**src/rtl/regbank_pkg.sv**
```systemverilog
// Shared defaults and helper functions for the round-robin register-bank write arbiter.
package regbank_pkg;

  localparam int unsigned DEF_NUM_REQ = 4;
  localparam int unsigned DEF_DEPTH   = 8;
  localparam int unsigned DEF_WIDTH   = 8;
  localparam int unsigned MAX_REQ     = 32;
  localparam int unsigned MAX_DEPTH   = 64;

  // One-hot grant for the first valid requester at or after ptr, wrapping at n.
  function automatic logic [MAX_REQ-1:0] rr_grant(input logic [MAX_REQ-1:0] valid,
                                                   input int unsigned ptr,
                                                   input int unsigned n);
    logic [MAX_REQ-1:0] g;
    logic               found;
    int unsigned        idx;
    g     = '0;
    found = 1'b0;
    for (int unsigned k = 0; k < MAX_REQ; k++) begin
      if (k < n) begin
        idx = ptr + k;
        if (idx >= n) idx = idx - n;
        if (!found && (((valid >> idx) & MAX_REQ'(1)) != '0)) begin
          g     = MAX_REQ'(1) << idx;
          found = 1'b1;
        end
      end
    end
    return g;
  endfunction

  function automatic logic [MAX_DEPTH-1:0] onehot_ce(input logic [31:0] addr,
                                                     input int unsigned depth);
    logic [MAX_DEPTH-1:0] ce;
    ce = '0;
    if (addr < depth) ce = MAX_DEPTH'(1) << addr;
    return ce;
  endfunction

endpackage

```
**src/rtl/regbank_cell.sv**
```systemverilog
// One storage register of the bank: loads d_in when ce_in is high, async clear to zero.
module regbank_cell #(
  parameter int unsigned WIDTH = 8
) (
  input  logic             clk_in,
  input  logic             rst_n_in,
  input  logic             ce_in,
  input  logic [WIDTH-1:0] d_in,
  output logic [WIDTH-1:0] q_out
);

  logic [WIDTH-1:0] q_q;

  always_ff @(posedge clk_in or negedge rst_n_in) begin
    if (!rst_n_in) begin
      q_q <= '0;
    end else if (ce_in) begin
      q_q <= d_in;
    end
  end

  assign q_out = q_q;

endmodule

```
**src/rtl/regbank_write_arbiter.sv**
```systemverilog
// Round-robin arbiter granting NUM_REQ writers access to a shared bank of CE-controlled
// registers; the winning write is staged one cycle, then applied. Registered read port.
module regbank_write_arbiter
  import regbank_pkg::*;
#(
  parameter  int unsigned NUM_REQ = DEF_NUM_REQ,
  parameter  int unsigned DEPTH   = DEF_DEPTH,
  parameter  int unsigned WIDTH   = DEF_WIDTH,
  localparam int unsigned AW      = $clog2(DEPTH),
  localparam int unsigned IW      = $clog2(NUM_REQ)
) (
  input  logic                     clk_in,
  input  logic                     rst_n_in,
  input  logic [NUM_REQ-1:0]       req_valid_in,
  input  logic [NUM_REQ*AW-1:0]    req_addr_in,
  input  logic [NUM_REQ*WIDTH-1:0] req_data_in,
  output logic [NUM_REQ-1:0]       req_ready_out,
  input  logic [AW-1:0]            rd_addr_in,
  output logic [WIDTH-1:0]         rd_data_out,
  output logic                     grant_valid_out,
  output logic [IW-1:0]            grant_id_out,
  output logic                     err_out
);

  logic [NUM_REQ-1:0] grant;
  logic               accept;
  logic [IW-1:0]      win_idx;
  logic [AW-1:0]      win_addr;
  logic [WIDTH-1:0]   win_data;
  logic               win_oor;

  logic [IW-1:0]      ptr_q, ptr_d;
  logic [DEPTH-1:0]   ce_q, ce_d;
  logic [WIDTH-1:0]   wdata_q;
  logic               gv_q;
  logic [IW-1:0]      gid_q;
  logic               err_q;
  logic [WIDTH-1:0]   rd_q, rd_d;
  logic [WIDTH-1:0]   bank [DEPTH];

  // Grant is forced low during reset so nothing is accepted while the bank is cleared.
  always_comb begin
    grant = NUM_REQ'(rr_grant(MAX_REQ'(req_valid_in), 32'(ptr_q), NUM_REQ));
    if (!rst_n_in) grant = '0;
  end

  assign req_ready_out = grant;
  assign accept        = |grant;

  always_comb begin
    win_idx  = '0;
    win_addr = '0;
    win_data = '0;
    for (int unsigned i = 0; i < NUM_REQ; i++) begin
      if (grant[i]) begin
        win_idx  = IW'(i);
        win_addr = req_addr_in[i*AW +: AW];
        win_data = req_data_in[i*WIDTH +: WIDTH];
      end
    end
    win_oor = (32'(win_addr) >= DEPTH);

    ptr_d = ptr_q;
    if (accept) ptr_d = (win_idx == IW'(NUM_REQ - 1)) ? '0 : win_idx + IW'(1);

    ce_d = '0;
    if (accept) ce_d = DEPTH'(onehot_ce(32'(win_addr), DEPTH));
  end

  always_comb begin
    rd_d = '0;
    for (int unsigned k = 0; k < DEPTH; k++) begin
      if (32'(rd_addr_in) == k) rd_d = bank[k];
    end
  end

  always_ff @(posedge clk_in or negedge rst_n_in) begin
    if (!rst_n_in) begin
      ptr_q   <= '0;
      ce_q    <= '0;
      wdata_q <= '0;
      gv_q    <= 1'b0;
      gid_q   <= '0;
      err_q   <= 1'b0;
      rd_q    <= '0;
    end else begin
      ptr_q <= ptr_d;
      ce_q  <= ce_d;
      gv_q  <= accept;
      rd_q  <= rd_d;
      if (accept) begin
        wdata_q <= win_data;
        gid_q   <= win_idx;
        if (win_oor) err_q <= 1'b1;
      end
    end
  end

  for (genvar k = 0; k < DEPTH; k++) begin : g_bank
    regbank_cell #(
      .WIDTH(WIDTH)
    ) u_cell (
      .clk_in  (clk_in),
      .rst_n_in(rst_n_in),
      .ce_in   (ce_q[k]),
      .d_in    (wdata_q),
      .q_out   (bank[k])
    );
  end

  assign rd_data_out     = rd_q;
  assign grant_valid_out = gv_q;
  assign grant_id_out    = gid_q;
  assign err_out         = err_q;

endmodule

```
**config.mk**
```make
export PLATFORM = sky130hd
export DESIGN_NAME = regbank_write_arbiter
export DESIGN_NICKNAME = d
export VERILOG_FILES = /design/src/rtl/regbank_pkg.sv /design/src/rtl/regbank_cell.sv /design/src/rtl/regbank_write_arbiter.sv
export SDC_FILE = /design/constraint.sdc
export NUM_CORES = 1
export LEC_CHECK = 0
export ABC_AREA = 1
export CAP_MARGIN = 10
export CELL_PAD_IN_SITES_DETAIL_PLACEMENT = 1
export CELL_PAD_IN_SITES_GLOBAL_PLACEMENT = 1
export CORE_MARGIN = 1
export CORE_UTILIZATION = 37
export DETAILED_ROUTE_END_ITERATION = 12
export GPL_TIMING_DRIVEN = 0
export PLACE_DENSITY = 0.78
export SYNTH_ARGS = -nofsm -noshare
export SYNTH_HDL_FRONTEND = slang
export SYNTH_SLANG_ARGS = --single-unit
```
**constraint.sdc**
```tcl
create_clock -name clk_in -period 2.3 [get_ports clk_in]
set_clock_uncertainty 0.1 [all_clocks]
set_input_delay 0.345 -clock clk_in [delete_from_list [all_inputs] [get_ports clk_in]]
set_output_delay 0.345 -clock clk_in [all_outputs]
set_load 0.01 [all_outputs]
```
==> results.cfg <==
[status]
outcome = complete, but fails checks
violations = setup timing

[setup_path]
cp.buffers_inverters = 5
required_ns = 1.86
reg2reg_setup_slack_ns = -0.40
crit_family = simple AND/OR/NAND/NOR gates
crit_path_cell_trace = clkinv_4 > buf_6 > nand2_2 > nand3_4 > nand2_4 > buf_6 > nand4_1 > nand2_4 > nor2_4 > nor2_4 > buf_6 > buf_6
critPathArrivalTime_ns = 2.29
start_kind = flip-flop
cp_max_fo = 6
worst_path_most_repeated_cell = buf_6
cpPeakStageDelay_ns = 0.44
slowest_stage = dfrtp_2
end_kind = primary output
setup.worst_path.class = flip-flop to primary output

[sta]
tightestPinTransition_ns = 1.00
max_freq_ghz = 0.366
setup_viol = 25
finalSetupTns_ns = -8.35
slew_headroom_pct = 32.7
hold_viol_final = 0
rsz0062_at_grt = yes
maxSlewViolCount = 0
fin_crit_ns = 2.74
fin_crit_sh_pct = 119
worst_slack_ns = -0.436

[floorplanning]
dieArea_um2 = 13100
die_h_um = 115
core_area_um2 = 12200
io-pin-count = 69
die_w_um = 115
initial_utilization_pct = 38.5
num_rows = 40

[flow_run]
drv_cap = 0

[cells_and_area]
fin_cells = 841
area_growth_pct = 46.2
mostFrequentLayoutCell = nand2_1
regArea_um2 = 2330
nNetsFinal = 729
fillCellCount = 1368
antenna_cells = 0
multi_input_area_um2 = 2470
drive_gt1_share_pct = 31.4
layout_common_cells = nand2_1, dfrtp_1, clkdlybuf4s50_1, inv_1, o21ai_0

[place]
dp_hpwl_mm = 9.35
dpl.cell_count = 784
gp_congestion = 0.842
pre_cts_ws_ns = -0.771
io_buffers = 67

[drt]
vias = 4396
wire_per_inst_um = 19.3
route.detailed.drc = 0
via_per_inst = 5.23
first_pass_iters = 4
ant_nets = 0
finalWirelength_mm = 16.2
drt_iter0_drc = 205

[yosys]
netlist_area_um2 = 4690
synthesis.nets = 609
yosys_warnings = 0
syn_inst = 548
syn_avg_cell_area_um2 = 8.55
yosysSeqAreaShare_pct = 49.7
ys_ff_latch = 93
yosysUniqueCellTypes = 32

[power_and_ir_drop]
p_leak_nw = 3.16
peakVddDrop_mv = 1.22
power_density_nw_per_um2 = 1760
p_seq_share_pct = 22.6
fin_total_pwr_mw = 12.1
swShare_pct = 45.4
power.switching_mw = 5.48
share_comb_of_total_power_pct = 63.7
power.internal_mw = 6.58
pwr-share-clk_pct = 13.6

[grt]
grt_overflow = 0
grt_first_pass_wirelength_mm = 22.9
grt_pass1_vias = 4582
antenna_found_initial = 0
grt_usage_pct = 22.4
grt_max_degree = 68

[clock_tree]
cts_root_buffer = clkbuf_16
h-tree-depth = 3
clk_path_buf_depth = 2
cts.clk_slew.worst_paths_ns = 0.07
cts_tree = done
clkLatencyLatePin_ns = 0.35
cts_buffers = 9
clock-sinks = 93

[worst_hold_path]
hp-class = flip-flop to flip-flop
==> what timing repair did <==
action | 4_1_cts | 5_1_grt
gates cloned | 0 | 1
endpoints found under the hold margin | 30 | 0
setup buffers | 23 | 17
pin swaps | 20 | 42
gates resized for setup | 57 | 117
hold buffers | 2 | 0
endpoints found under the setup margin | 25 | 26
==> worst register-to-register path: cells and delay by family (launching register included) <==
family	cells	cell delay, ns
flops	1	0.44
buf+inv	7	0.71
compound gates	1	0.15
fa+ha+maj	1	0.33
simple gates	10	0.86
==> state kept, by name, summed over array words and instances (netlist names) <==
| name | cells |
|---|---|
| grant_valid_out | 1 |
| ptr_q | 2 |
| g_bank.u_cell.q_out | 64 |
| ce_q | 8 |
| grant_id_out | 2 |
| wdata_q | 8 |
| rd_data_out | 8 |
==> path summary, 6_finish.rpt <==
path | start | end | cells past startpoint
worst min-delay path | g_bank[2].u_cell.q_out[0] | g_bank[2].u_cell.q_out[0] | 1
worst max-delay path | ptr_q[0] | req_ready_out[1] | 12
min in group asynchronous | rst_n_in | g_bank[5].u_cell.q_out[7] | 3
worst min register to register | g_bank[2].u_cell.q_out[0] | g_bank[2].u_cell.q_out[0] | 1
worst max register to register | ptr_q[0] | wdata_q[4] | 19
max in group asynchronous | rst_n_in | ptr_q[0] | 3
==> area by class of cell <==
cell class	instances	share of cell area [%]
multi-input combinational	362	36.1
inverter	71	4.36
sequential	93	34.0
tap	168	3.07
timing repair buffer	109	15.8
buffer	22	1.88
clock buffer	9	3.29
clock inverter	7	1.52
==> cells by family after synthesis <==
group	count (synthesis)	share of synthesized area [%]
other	1	0.0800
AND/OR/NAND/NOR	244	23.4
buffers and inverters	93	7.96
AO/OA/AOI/OAI	82	10.2
multiplexers	27	6.49
adder cells (fa/ha/maj)	8	2.14
flip-flops	93	49.7
==> stage by stage <==
step	area, um^2	utilization [%]	hold WS, ns
global placement	5580	45.9	0.368
detailed placement	5610	46.1	0.211
floorplan	4700	-	-0.0506
global route	6850	56.3	0.425
CTS	6310	51.9	0.412
finish	6850	56.3	0.410
==> Yosys cell counts <==
master     count  area (um^2)
nand3_1       39          195
nand4_1        5         31.3
nand2_2        9         56.3
buf_2          7         35.0
conb_1         1         3.75
o21ai_1        1         5.00
dfrtp_1       93         2330
buf_4          2         15.0
o21bai_1       1         7.51
nand2_1      146          548
nor2_4         2         22.5
o221ai_1       5         43.8
nor3_1         5         25.0
clkbuf_1      12         45.0
a221oi_1       1         8.76
nor2_1        24         90.1
o22ai_1       15         93.8
inv_1         62          233
o2111ai_1      5         43.8
ha_1           8          100
mux2_2        27          304
nand2_4        3         33.8
a21oi_1       11         55.1
a2111oi_0      1         8.76
buf_6          1         11.3
o21ai_0       41          205
nand3_2        7         70.1
nor2_2         2         12.5
inv_2          9         33.8
a211oi_1       1         7.51
or2_1          1         6.26
nand3b_1       1         7.51
==> power groups by stage <==
stage | clock [mW] | combinational [mW] | sequential [mW]
after floorplan | 0 | 3.25 | 2.69
after global placement | 0 | 4.41 | 2.72
after detailed placement | 0 | 4.62 | 2.76
after CTS | 1.66 | 5.67 | 2.72
after global routing | 1.73 | 8.26 | 2.80
final | 1.64 | 7.69 | 2.73
==> layer usage <==
metal | up-vias | GRT usage [%] | routed length [um]
met2 | 134 | 40.5 | 8580
met5 | - | 0 | 0
met3 | 37 | 3.71 | 666
li1 | 2018 | - | -
met4 | 0 | 7.10 | 431
met1 | 2207 | 27.3 | 6560
(Power assumes the default switching activity.)
